`config.mk`:
```
export PLATFORM = sky130hd
export DESIGN_NAME = cmp_result_tracker
export DESIGN_NICKNAME = d
export VERILOG_FILES = /design/src/rtl/cmp_result_tracker.sv
export SDC_FILE = /design/constraint.sdc
export NUM_CORES = 1
export LEC_CHECK = 0
export ABC_AREA = 1
export CORE_UTILIZATION = 50
export CTS_CLUSTER_SIZE = 8
export DETAILED_ROUTE_END_ITERATION = 6
export PLACE_DENSITY = 0.77
export SETUP_SLACK_MARGIN = 0.05
export SLEW_MARGIN = 25
export SYNTH_ARGS = -nofsm -noshare
export SYNTH_HDL_FRONTEND = slang
export SYNTH_SLANG_ARGS = --single-unit
```
`constraint.sdc`:
```
create_clock -name clk -period 1.9 [get_ports clk]
set_input_delay 0.38 -clock clk [delete_from_list [all_inputs] [get_ports clk]]
set_output_delay 0.38 -clock clk [all_outputs]
set_load 0.005 [all_outputs]
```
`src/rtl/cmp_result_tracker.sv`:
```
// rtl/cmp_result_tracker.sv - tracks a 4-bit comparator's results: |A-B|, outcome counters, equal-run lock, consistency error
module cmp_result_tracker #(
  parameter int CNT_W  = 8,
  parameter int EQ_RUN = 3
) (
  input  logic             clk,
  input  logic             rst_n,
  input  logic             in_valid,
  input  logic [3:0]       A,
  input  logic [3:0]       B,
  input  logic             l,
  input  logic             g,
  input  logic             e,
  input  logic             clr,
  output logic             out_valid,
  output logic [3:0]       diff,
  output logic [CNT_W-1:0] lt_cnt,
  output logic [CNT_W-1:0] gt_cnt,
  output logic [CNT_W-1:0] eq_cnt,
  output logic             match,
  output logic             err
);

  localparam logic [1:0]       ST_IDLE    = 2'd0;
  localparam logic [1:0]       ST_TRACK   = 2'd1;
  localparam logic [1:0]       ST_LOCKED  = 2'd2;
  localparam logic [CNT_W-1:0] CNT_MAX    = '1;
  localparam logic [3:0]       STREAK_MAX = 4'hF;
  localparam logic [3:0]       RUN_TGT    = 4'(EQ_RUN);

  logic             armed_q;
  logic [1:0]       state_q, state_d;
  logic [3:0]       streak_q, streak_d;
  logic [CNT_W-1:0] lt_q, lt_d, gt_q, gt_d, eq_q, eq_d;
  logic             err_q, err_d;
  logic             ov_q, ov_d;
  logic [3:0]       diff_q, diff_d;
  logic             accept, consistent;
  logic [3:0]       abs_diff;

  always_comb begin
    accept     = in_valid & armed_q & ~clr;
    consistent = ({l, g, e} == {A < B, A > B, A == B});
    abs_diff   = (A >= B) ? (A - B) : (B - A);

    state_d  = state_q;
    streak_d = streak_q;
    lt_d     = lt_q;
    gt_d     = gt_q;
    eq_d     = eq_q;
    err_d    = err_q;
    ov_d     = 1'b0;
    diff_d   = diff_q;

    if (clr) begin
      state_d  = ST_IDLE;
      streak_d = 4'd0;
      lt_d     = '0;
      gt_d     = '0;
      eq_d     = '0;
      err_d    = 1'b0;
    end else if (accept) begin
      ov_d   = 1'b1;
      diff_d = abs_diff;
      if (!consistent) begin
        err_d    = 1'b1;
        streak_d = 4'd0;
      end else begin
        if (l && lt_q != CNT_MAX) lt_d = lt_q + 1'b1;
        if (g && gt_q != CNT_MAX) gt_d = gt_q + 1'b1;
        if (e && eq_q != CNT_MAX) eq_d = eq_q + 1'b1;
        if (e) streak_d = (streak_q == STREAK_MAX) ? STREAK_MAX : streak_q + 4'd1;
        else   streak_d = 4'd0;
      end
      // Leaving LOCKED always zeroes the streak, so the threshold alone picks the next state.
      state_d = (streak_d >= RUN_TGT) ? ST_LOCKED : ST_TRACK;
    end
  end

  // armed_q delays acceptance to the second rising edge after reset release.
  always_ff @(posedge clk or negedge rst_n) begin
    if (!rst_n) begin
      armed_q  <= 1'b0;
      state_q  <= ST_IDLE;
      streak_q <= 4'd0;
      lt_q     <= '0;
      gt_q     <= '0;
      eq_q     <= '0;
      err_q    <= 1'b0;
      ov_q     <= 1'b0;
      diff_q   <= 4'd0;
    end else begin
      armed_q  <= 1'b1;
      state_q  <= state_d;
      streak_q <= streak_d;
      lt_q     <= lt_d;
      gt_q     <= gt_d;
      eq_q     <= eq_d;
      err_q    <= err_d;
      ov_q     <= ov_d;
      diff_q   <= diff_d;
    end
  end

  assign out_valid = ov_q;
  assign diff      = diff_q;
  assign lt_cnt    = lt_q;
  assign gt_cnt    = gt_q;
  assign eq_cnt    = eq_q;
  assign match     = (state_q == ST_LOCKED);
  assign err       = err_q;

endmodule

```
==> flow_summary_export.csv, run 1 <==
group,metric,value,unit
outcome,outcome,"finished, final reports clean",
clock_tree,insertion_delay,300,ps
synthesis,avgSynthCellArea,7.42,µm²
min_path,hold_path.class,"in -> async",
cells_and_area,syn_to_final_growth,41.6,%
cells_and_area,fin_cells,457,
drt,wl_per_cell,14.3,µm
drt,drc_errors,0,
floorplanning,row_count,25,
synthesis,syn_area,2430,µm²
setup_path,crit_arrival,2040,ps
floorplanning,dieArea,5150,µm²
cells_and_area,final_cell_mix,"nand2_1 (80), nand3_1 (56), inv_1 (39), dfrtp_1 (37), clkdlybuf4s50_1 (36)",
sta,min_period,1850,ps
synthesis,ys_seq_area_share,38.1,%
cells_and_area,final_common_cell,"nand2_1",
power,vdd_drop_max,446,µV
setup_path,critical_path.slowest_cell,"dlygate4sd2_1",
drt,dr.pass1.iters,5,
setup_path,path_cells,"dlygate4sd2_1, buf_4, ha_2, a21oi_4, nand3_2, nand2_4, buf_4, nand4_1, buf_6, nand3_1, nand2_1",
place,dp_hpwl,3910,µm
place,post-place-ws,-667,ps
grt,grt_overflow,0,
grt,track_usage,25.3,%
sta,setup_viol,0,
power,pwr_density_cell,569,nW/µm²
sta,finalMaxSlewViolations,0,
setup_path,cp_max_fo,8,
clock_tree,clock_sinks,37,
synthesis,synth_area_leaders,"dfrtp_1 (38%), nand3_1 (14%), nand2_1 (13%), inv_1 (6.8%), ha_1 (5.7%)",
synthesis,synth_seq_cells,37,
job,maxCapViolCount,0,
grt,grt_pass1_wl,10200,µm
setup_path,setup.worst_path.class,"in -> reg",
drt,vias,2501,
drt,drt-vias-per-instance,5.47,
place,dp.cells,439,
cells_and_area,antennaDiodeCount,0,
floorplanning,ios,46,
cells_and_area,num-nets-final,430,
synthesis,syn_inst,328,
clock_tree,cts_tree,"yes",
synthesis,yosys.area.top_type,"dfrtp_1",
synthesis,synthesis.nets,356,
sta,setup_slack,49.9,ps
floorplanning,die_w,71.7,µm
grt,grt_max_degree,38,
power,power.static_leakage,1.77,nW
setup_path,endpoint_kind,"flip-flop",
floorplanning,initial_core_util,51.8,%
setup_path,max_stage_delay,250,ps
drt,wirelength,6530,µm
clock_tree,clockBufferDepth,2,
setup_path,crit_required,2090,ps
cells_and_area,final_layout_size_suffix_gt1_share,19.6,%
clock_tree,root_buffer,"clkbuf_8",
synthesis,yosys_warnings,0,
clock_tree,clk_pin_slew,80,ps
floorplanning,core,4690,µm²
setup_path,critical_path.most_common_cell,"buf_4",
drt,drt-initial-drc-count,222,
synthesis,synthDistinctLibCells,25,
floorplanning,die_height,71.7,µm
sta,min_period_over_period,97.4,%
clock_tree,cts_inserted_buffers,5,
drt,ant_nets,0,
sta,hold_viol_final,0,
setup_path,cp-start-kind,"input port",
clock_tree,cts_max_level,2,
sta,grt_setup_unrepaired,"yes",
sta,fin_skew,13.4,ps
grt,grt_pass1_vias,2180,
place,io_buffer_count,45,
sta,fmax,0.541,GHz
place,place.gp.congestion,0.805,
grt,antenna_found_initial,0,
cells_and_area,fin_util,73.4,%
synthesis,synth_top_area_share,38.1,%
stage by stage:
step | total power [mW] | TNS (ps) | instance area [µm²] | hold WS, ps
global route | 2.04 | -22.0 | 3440 | 162
finish | 1.96 | 0 | 3440 | 123
CTS | 1.92 | 0 | 3310 | 142
detailed placement | 1.17 | -20070 | 3070 | 459
global placement | 1.16 | -18270 | 3070 | 455
floorplan | 1.01 | 0 | 2450 | 84.4
power by group:
part | switching (mW) | total [mW] | internal, mW
Clock | 0.281 | 0.709 | 0.428
Combinational | 0.227 | 0.421 | 0.194
Sequential | 0.0153 | 0.829 | 0.813
path summary, 6_finish.rpt:
kind | depth (start not counted) | to | start | slack (ps)
setup reg to reg | 9 | gt_cnt[6]$_DFFE_PN0P_ | gt_cnt[0]$_DFFE_PN0P_ | 160
hold reg to reg | 2 | diff[3]$_DFFE_PN0P_ | diff[3]$_DFFE_PN0P_ | 490
min in group clk | 3 | diff[0]$_DFFE_PN0P_ | B[0] | 480
max in group asynchronous | 2 | diff[1]$_DFFE_PN0P_ | rst_n | 1420
hold / removal | 2 | streak_q[0]$_DFFE_PN0P_ | rst_n | 120
setup / recovery | 11 | gt_cnt[4]$_DFFE_PN0P_ | A[2] | 50
what timing repair did:
item                       in CTS  in global routing
gates cloned                    0                  0
hold buffers                    0                  0
buffers inserted                6                  4
gates resized for setup        37                 20
pin swaps                      14                 11
setup endpoints to repair      34                 27
synthesized netlist by cell type (all sizes together):
cell,number
conb,1
dfrtp,37
clkbuf,5
nor2,25
buf,1
or2,3
nand4,7
inv,45
xor2,10
a21oi,6
fa,2
ha,11
xnor2,8
o22a,1
o21ai,9
nand3,68
nor3,3
nand2,86
per-layer routing:
| metal | wire (µm) | vias to the layer above | GRT usage [%] |
|---|---|---|---|
| li1 | - | 1198 | - |
| met1 | 2740 | 1177 | 34.7 |
| met2 | 3220 | 103 | 40.0 |
| met3 | 379 | 23 | 4.64 |
| met4 | 184 | 0 | 9.37 |
| met5 | 0 | - | 0 |
critical path, delay by kind of cell:
kind / cells / cell delay, ps
buffers and inverters: 4 / 710
and+or+nand+nor: 5 / 530
AOI/OAI and AO/OA: 1 / 220
adders and majority gates: 1 / 200
kinds of logic (layout without fill, tap and decap cells):
| family | after synthesis | after routing | synth area share [%] |
|---|---|---|---|
| AOI/OAI and AO/OA | 16 | 16 | 3.60 |
| xor gates and xnor gates | 18 | 18 | 6.48 |
| adders and majority gates | 13 | 13 | 7.30 |
| buffers and inverters | 51 | 126 | 8.02 |
| DFF | 37 | 37 | 38.1 |
| other | 1 | 1 | 0.154 |
| and+or+nand+nor | 192 | 192 | 36.4 |
registers in the layout, indices dropped and copies added (netlist names):
| register | count |
|---|---|
| out_valid | 1 |
| armed_q | 1 |
| eq_cnt | 8 |
| gt_cnt | 8 |
| state_q | 2 |
| lt_cnt | 8 |
| err | 1 |
| streak_q | 4 |
| diff | 4 |
area by class of cell:
cell class / instances / area, µm²
Sequential cell: 37 / 926
Multi-Input combinational cell: 240 / 1490
Timing Repair Buffer: 73 / 673
Fill cell: 355 / 1250
Clock buffer: 7 / 86.3
Inverter: 45 / 174
Tap cell: 54 / 67.6
Clock inverter: 1 / 30.0
Note: power is estimated with default switching activity, not from simulation.
==> inputs of run 2 (changes only) <==
--- a/config.mk
+++ b/config.mk
@@ -5,11 +5,11 @@
 export SDC_FILE = /design/constraint.sdc
 export NUM_CORES = 1
 export LEC_CHECK = 0
-export ABC_AREA = 1
+export ABC_AREA = 0
 export CORE_UTILIZATION = 50
 export CTS_CLUSTER_SIZE = 8
 export DETAILED_ROUTE_END_ITERATION = 6
-export PLACE_DENSITY = 0.77
+export PLACE_DENSITY = 0.79
 export SETUP_SLACK_MARGIN = 0.05
 export SLEW_MARGIN = 25
 export SYNTH_ARGS = -nofsm -noshare
==> run 2 against run 1 <==
Compared with the run above:
- sequential share of layout area is 0.36 points lower
- cell count is 16% lower
- register-to-register slack worse by 270 ps
- final area grew 1.3%
- first-iteration DRC count fell by 36%
- flip-flop and latch count unchanged
- the flow now finishes with violations (setup timing)
- total power shrank 6.9%
- highest routed layer unchanged
- largest power group unchanged
==> flow_summary_export.csv, run 2 <==
group,metric,value,unit
outcome,outcome,"finished, violations left",
outcome,violations,"setup timing",
setup_path,critical_path.slowest_cell,"a2111oi_4",
clock_tree,root_buffer,"clkbuf_8",
drt,drt-vias-per-instance,5.94,
floorplanning,initial_core_util,53.5,%
drt,drc_errors,0,
setup_path,cp_max_fo,4,
grt,track_usage,31.3,%
clock_tree,clockBufferDepth,2,
synthesis,synth_top_area_share,42.4,%
setup_path,crit_arrival,2730,ps
setup_path,timing.rr.start,"lt_cnt[0]$_DFFE_PN0P_",
synthesis,avgSynthCellArea,9.54,µm²
sta,setup_slack,-640,ps
floorplanning,dieArea,4640,µm²
cells_and_area,n_fill_cell,217,
synthesis,ys_seq_area_share,42.4,%
cells_and_area,antennaDiodeCount,0,
clock_tree,clk_pin_slew,70,ps
setup_path,crit_path_start,"A[0]",
floorplanning,row_count,23,
synthesis,synthFlopType,"dfrtp_1",
job,maxCapViolCount,0,
synthesis,syn_inst,229,
setup_path,reg2reg_slack,-110,ps
drt,ant_nets,0,
synthesis,synthesis.nets,257,
cells_and_area,final_layout_size_suffix_gt1_share,36.8,%
floorplanning,die_height,68.1,µm
floorplanning,core,4090,µm²
power,pwr_density_cell,523,nW/µm²
setup_path,r2r-end,"lt_cnt[4]$_DFFE_PN0P_",
sta,min_period,2540,ps
power,seqPwrFrac,45.5,%
place,dp.cells,362,
sta,setup_viol,31,
sta,tns,-12640,ps
place,io_buffer_count,45,
sta,tightest_slew,603,ps
setup_path,cp_num_buf_inv,4,
cells_and_area,fin_util,85.4,%
floorplanning,ios,46,
setup_path,cp.depth,12,
power,intPower,1.32,mW
grt,grt_max_degree,21,
power,comb_power_share,22.9,%
place,dp_hpwl,4050,µm
sta,slew_headroom,59.4,%
synthesis,synth_edf_count,0,
synthesis,yosysMostFrequentCell,"dfrtp_1",
min_path,hold_path.class,"in -> async",
cells_and_area,fin_cells,384,
power,clkPwrFrac,31.5,%
grt,antenna_found_initial,0,
clock_tree,cts_max_level,2,
power,power.static_leakage,1.55,nW
setup_path,critPathCapture,"lt_cnt[5]$_DFFE_PN0P_",
grt,grt_pass1_vias,2270,
sta,grt_setup_unrepaired,"yes",
synthesis,synth_seq_cells,37,
floorplanning,die_w,68.1,µm
cells_and_area,num-nets-final,362,
drt,wirelength,7370,µm
synthesis,ys_async_sr_fraction,100,%
cells_and_area,final_cell_mix,"buf_4 (50), dfrtp_1 (37), clkdlybuf4s50_1 (36), nor2_1 (33), nand2_1 (16)",
sta,min_period_over_period,134,%
clock_tree,insertion_delay,300,ps
sta,fmax,0.394,GHz
setup_path,critPathTopFamily,"compound AO/OA/AOI/OAI gates",
sta,hold_viol_final,0,
place,place.gp.congestion,0.788,
cells_and_area,syn_to_final_growth,59.7,%
grt,grt_pass1_wl,10400,µm
power,switching_power,0.502,mW
sta,finalMaxSlewViolations,0,
clock_tree,cts_inserted_buffers,5,
power,switching_share,27.5,%
clock_tree,clock_sinks,37,
drt,dr.pass1.iters,4,
synthesis,netlist_top_cells_count,"dfrtp_1 (37), nor2_1 (34), nand2_1 (18)",
synthesis,syn_area,2180,µm²
clock_tree,cts_tree,"yes",
setup_path,reg2reg_depth,7,
setup_path,endpoint_kind,"flip-flop",
sta,fin_skew,3.25,ps
drt,drt-initial-drc-count,143,
grt,grt_overflow,0,
power,vdd_drop_max,527,µV
synthesis,synth_area_leaders,"dfrtp_1 (42%), ha_1 (6.3%), nor2_1 (5.8%), a21oi_1 (3.4%), nand2_1 (3.1%)",
drt,wl_per_cell,19.2,µm
setup_path,cp-start-kind,"input port",
synthesis,synthDistinctLibCells,41,
cells_and_area,final_common_cell,"buf_4",
place,post-place-ws,-1410,ps
setup_path,max_stage_delay,470,ps
setup_path,crit_required,2090,ps
synthesis,yosys_warnings,0,
synthesis,yosys.area.top_type,"dfrtp_1",
setup_path,setup.worst_path.class,"in -> reg",
setup_path,path_cells,"buf_12, inv_12, ha_4, fa_2, nand3b_1, a2111oi_4, a41oi_4, buf_4, a2111oi_4, buf_4, xnor2_2, nor2_1",
drt,vias,2281,
==> run 2: cell count changes after synthesis, moves of 4 or more <==
cell	previous run	this run
and3_1	0	6
a31oi_1	0	4
nor2_4	4	0
a21oi_1	6	15
mux2i_1	0	5
nor2_1	20	34
xor2_1	10	5
nand3_1	67	7
nor2b_1	0	9
mux2_2	0	6
inv_1	44	10
a31o_2	0	6
nand2_1	84	18
==> run 2: through the flow <==
| stage | total power, mW | area (µm²) | hold WS [ps] |
|---|---|---|---|
| global route | 1.89 | 3490 | 39.7 |
| detailed placement | 1.19 | 3070 | 357 |
| floorplan | 0.998 | 2250 | 84.4 |
| CTS | 1.80 | 3360 | 37.2 |
| global placement | 1.18 | 3070 | 351 |
| finish | 1.82 | 3490 | 20.0 |
==> run 2: area by class of cell <==
cell class	count	area (µm²)	share of cell area (%)
multi-input cells	176	1450	41.6
inverters	10	50.0	1.43
repair buffers	104	912	26.1
well taps	50	62.6	1.79
flip-flops and latches	37	926	26.5
clock buffers	7	86.3	2.47
==> run 2: power groups by stage <==
| stage | Sequential [mW] | Combinational (mW) | Clock (mW) |
|---|---|---|---|
| detailed placement | 0.846 | 0.348 | 0 |
| CTS | 0.830 | 0.396 | 0.572 |
| global placement | 0.845 | 0.336 | 0 |
| finish | 0.830 | 0.418 | 0.575 |
| global route | 0.833 | 0.450 | 0.606 |
| floorplan | 0.847 | 0.151 | 0 |
==> run 2: timing repair <==
action                     CTS  global route
hold buffers                 0             0
resized for setup           69            19
pin swaps                   16             8
setup buffers                9             6
setup endpoints to repair   34            33
gates cloned                 0             1
==> run 2: layer usage <==
layer  vias to the layer above  GRT usage (%)  wire [µm]  share of wire [%]
li1                       1015              -          -                  -
met1                      1087           36.1       2820                 38
met2                       132           52.5       3600                 49
met3                        47           7.00        493                6.7
met4                         0           19.3        459                6.2
met5                         -              0          0                  0
==> run 2: worst min path at each step <==
stage          slack, ps  cells after the start                    end   from
3_3_place_gp         350                      1  lt_cnt[2]$_DFFE_PN0P_  rst_n
2_1_floorplan         80                      0      armed_q$_DFF_PN0_  rst_n
4_1_cts               40                      1  lt_cnt[1]$_DFFE_PN0P_  rst_n
6_report              20                      1  lt_cnt[1]$_DFFE_PN0P_  rst_n
3_5_place_dp         360                      1  lt_cnt[1]$_DFFE_PN0P_  rst_n
5_1_grt               40                      1  lt_cnt[2]$_DFFE_PN0P_  rst_n
==> run 2: logic make-up after synthesis <==
group | synth area share (%)
AO/OA/AOI/OAI | 14.2
other | 0.172
buffers and inverters | 2.81
multiplexers | 5.38
XOR/XNOR | 4.81
flip-flops | 42.4
AND/OR/NAND/NOR | 22.1
adder cells (fa/ha/maj) | 8.13
==> inputs of run 3 (changes only) <==
--- a/config.mk
+++ b/config.mk
@@ -10,7 +10,7 @@
 export CTS_CLUSTER_SIZE = 8
 export DETAILED_ROUTE_END_ITERATION = 6
 export PLACE_DENSITY = 0.79
-export SETUP_SLACK_MARGIN = 0.05
+export SETUP_SLACK_MARGIN = 0.5
 export SLEW_MARGIN = 25
 export SYNTH_ARGS = -nofsm -noshare
 export SYNTH_HDL_FRONTEND = slang
==> run 3 against run 2 <==
Compared with the run above:
- the flow still finishes with violations (setup timing)
- clock power fell by 1%
- critical path depth fell by 1
- count of clock-buffer cells in the layout rose by 1
- clock skew rose by 12 ps
- sequential share of layout area fell by 2.3 points
- first-iteration DRC count rose by 90%
- non-clock buffer count rose by 34
- largest power group unchanged
==> flow_summary_export.csv, run 3 (same netlist as run 2, synthesis figures left out) <==
group,metric,value,unit
setup_path,reg2reg_slack,-240,ps
clock_tree,clock_sinks,37,
clock_tree,clk_pin_slew,90,ps
setup_path,endpoint_kind,"flip-flop",
cells_and_area,final_layout_size_suffix_gt1_share,47.2,%
clock_tree,root_buffer,"clkbuf_8",
grt,grt_max_degree,20,
cells_and_area,final_cell_mix,"buf_4 (62), buf_6 (38), dfrtp_1 (36), nor2_1 (33), nand2_1 (16)",
drt,ant_nets,0,
place,io_buffer_count,45,
outcome,violations,"setup timing",
sta,slew_headroom,60.3,%
outcome,outcome,"finished, violations left",
place,place.gp.congestion,0.844,
cells_and_area,final_common_cell,"buf_4",
sta,tns,-12790,ps
clock_tree,cts_tree,"yes",
drt,wl_per_cell,22.4,µm
floorplanning,dieArea,4640,µm²
sta,grt_setup_unrepaired,"yes",
drt,drt-vias-per-instance,6.29,
drt,drc_errors,0,
drt,vias,2635,
sta,min_period_over_period,133,%
floorplanning,die_w,68.1,µm
clock_tree,cts_inserted_buffers,5,
sta,fmax,0.396,GHz
job,maxCapViolCount,0,
setup_path,cp_max_fo,6,
cells_and_area,multi_input_comb_area,1470,µm²
drt,drt-initial-drc-count,271,
sta,finalMaxSlewViolations,0,
place,dp_hpwl,4020,µm
cells_and_area,n_fill_cell,141,
floorplanning,core,4090,µm²
drt,dr.pass1.iters,7,
floorplanning,die_height,68.1,µm
grt,track_usage,36.7,%
cells_and_area,num-nets-final,396,
power,power.static_leakage,1.84,nW
cells_and_area,syn_to_final_growth,74.8,%
sta,tightest_slew,589,ps
floorplanning,ios,46,
clock_tree,clockBufferDepth,2,
grt,grt_pass1_wl,12200,µm
clock_tree,insertion_delay,300,ps
cells_and_area,seq_area,927,µm²
min_path,hold_path.class,"in -> async",
grt,grt_overflow,0,
sta,setup_slack,-624,ps
grt,antenna_found_initial,0,
sta,min_period,2520,ps
sta,hold_viol_final,0,
cells_and_area,antennaDiodeCount,0,
floorplanning,initial_core_util,53.5,%
sta,setup_viol,31,
power,vdd_drop_max,435,µV
power,pwr_density_cell,485,nW/µm²
sta,fin_skew,14.9,ps
setup_path,setup.worst_path.class,"in -> reg",
setup_path,crit_required,2080,ps
cells_and_area,fin_util,93.4,%
setup_path,cp-start-kind,"input port",
floorplanning,row_count,23,
clock_tree,cts_max_level,2,
drt,wirelength,9380,µm
grt,grt_pass1_vias,2507,
setup_path,crit_arrival,2710,ps
run 3: cell types whose count changed in the layout (fill, tap and decap cells not counted), moves of 3 or more:
cell	previous run	this run
clkdlybuf4s50_1	36	5
buf_6	9	38
dlygate4sd2_1	0	13
buf_4	50	62
clkbuf_2	0	8
clkdlybuf4s15_1	0	3
run 3: worst paths after layout:
check                                            from                     end  depth (start not counted)
worst max-delay path                             A[0]   eq_cnt[5]$_DFFE_PN0P_                         11
worst min-delay path                            rst_n   gt_cnt[5]$_DFFE_PN0P_                          1
worst max register to register  eq_cnt[4]$_DFFE_PN0P_   eq_cnt[4]$_DFFE_PN0P_                          7
worst min register to register    diff[1]$_DFFE_PN0P_     diff[1]$_DFFE_PN0P_                          1
max in group asynchronous                       rst_n  state_q[0]$_DFFE_PN0P_                          2
min in group clk                  diff[1]$_DFFE_PN0P_     diff[1]$_DFFE_PN0P_                          1
run 3: final cells by class:
class	count	area share (%)
sequential	37	24.3
timing repair buffer	138	32.0
tap	50	1.64
multi-input combinational	176	38.6
inverter	10	1.38
clock buffer	8	2.10
run 3: metal layers:
metal / wire length (µm) / part of all wire [%] / vias to the layer above / track usage [%]
met4: 711 / 7.6 / 0 / 25.3
met5: 0 / 0 / - / 0
met3: 778 / 8.3 / 73 / 8.33
li1: - / - / 1082 / -
met2: 4600 / 49 / 204 / 64.0
met1: 3290 / 35 / 1276 / 38.8
run 3: metrics by stage:
stage          instance area (µm²)  std cells  power, mW  setup WS [ps]  hold WS (ps)
2_1_floorplan                 2250        229      0.998           -653          84.4
3_3_place_gp                  3070        361       1.18          -1400           352
3_5_place_dp                  3070        361       1.19          -1410           352
4_1_cts                       3640        407       1.77           -522          45.3
5_1_grt                       3820        419       1.91           -665          50.0
6_report                      3820        419       1.85           -624          17.6
run 3: report_power, final:
group | switching (mW) | internal [mW]
clock network | 0.307 | 0.262
registers | 0.0175 | 0.815
logic | 0.226 | 0.226
total | 0.550 | 1.30
run 3: worst max-delay path, stage by stage:
cell and delay (ps):
buf_12 90, inv_12 30, ha_4 150, fa_2 350, nand3b_1 250, a2111oi_4 390, a41oi_4 110, a211oi_4 320
buf_6 160, nand4_1 140, mux2_4 330
run 3: repair_timing:
item                       4_1_cts  5_1_grt
pin swaps                       27       13
cloned                           0        0
setup endpoints to repair       66       53
resized for setup              144       47
buffers inserted                38       12
hold buffers                     0        0
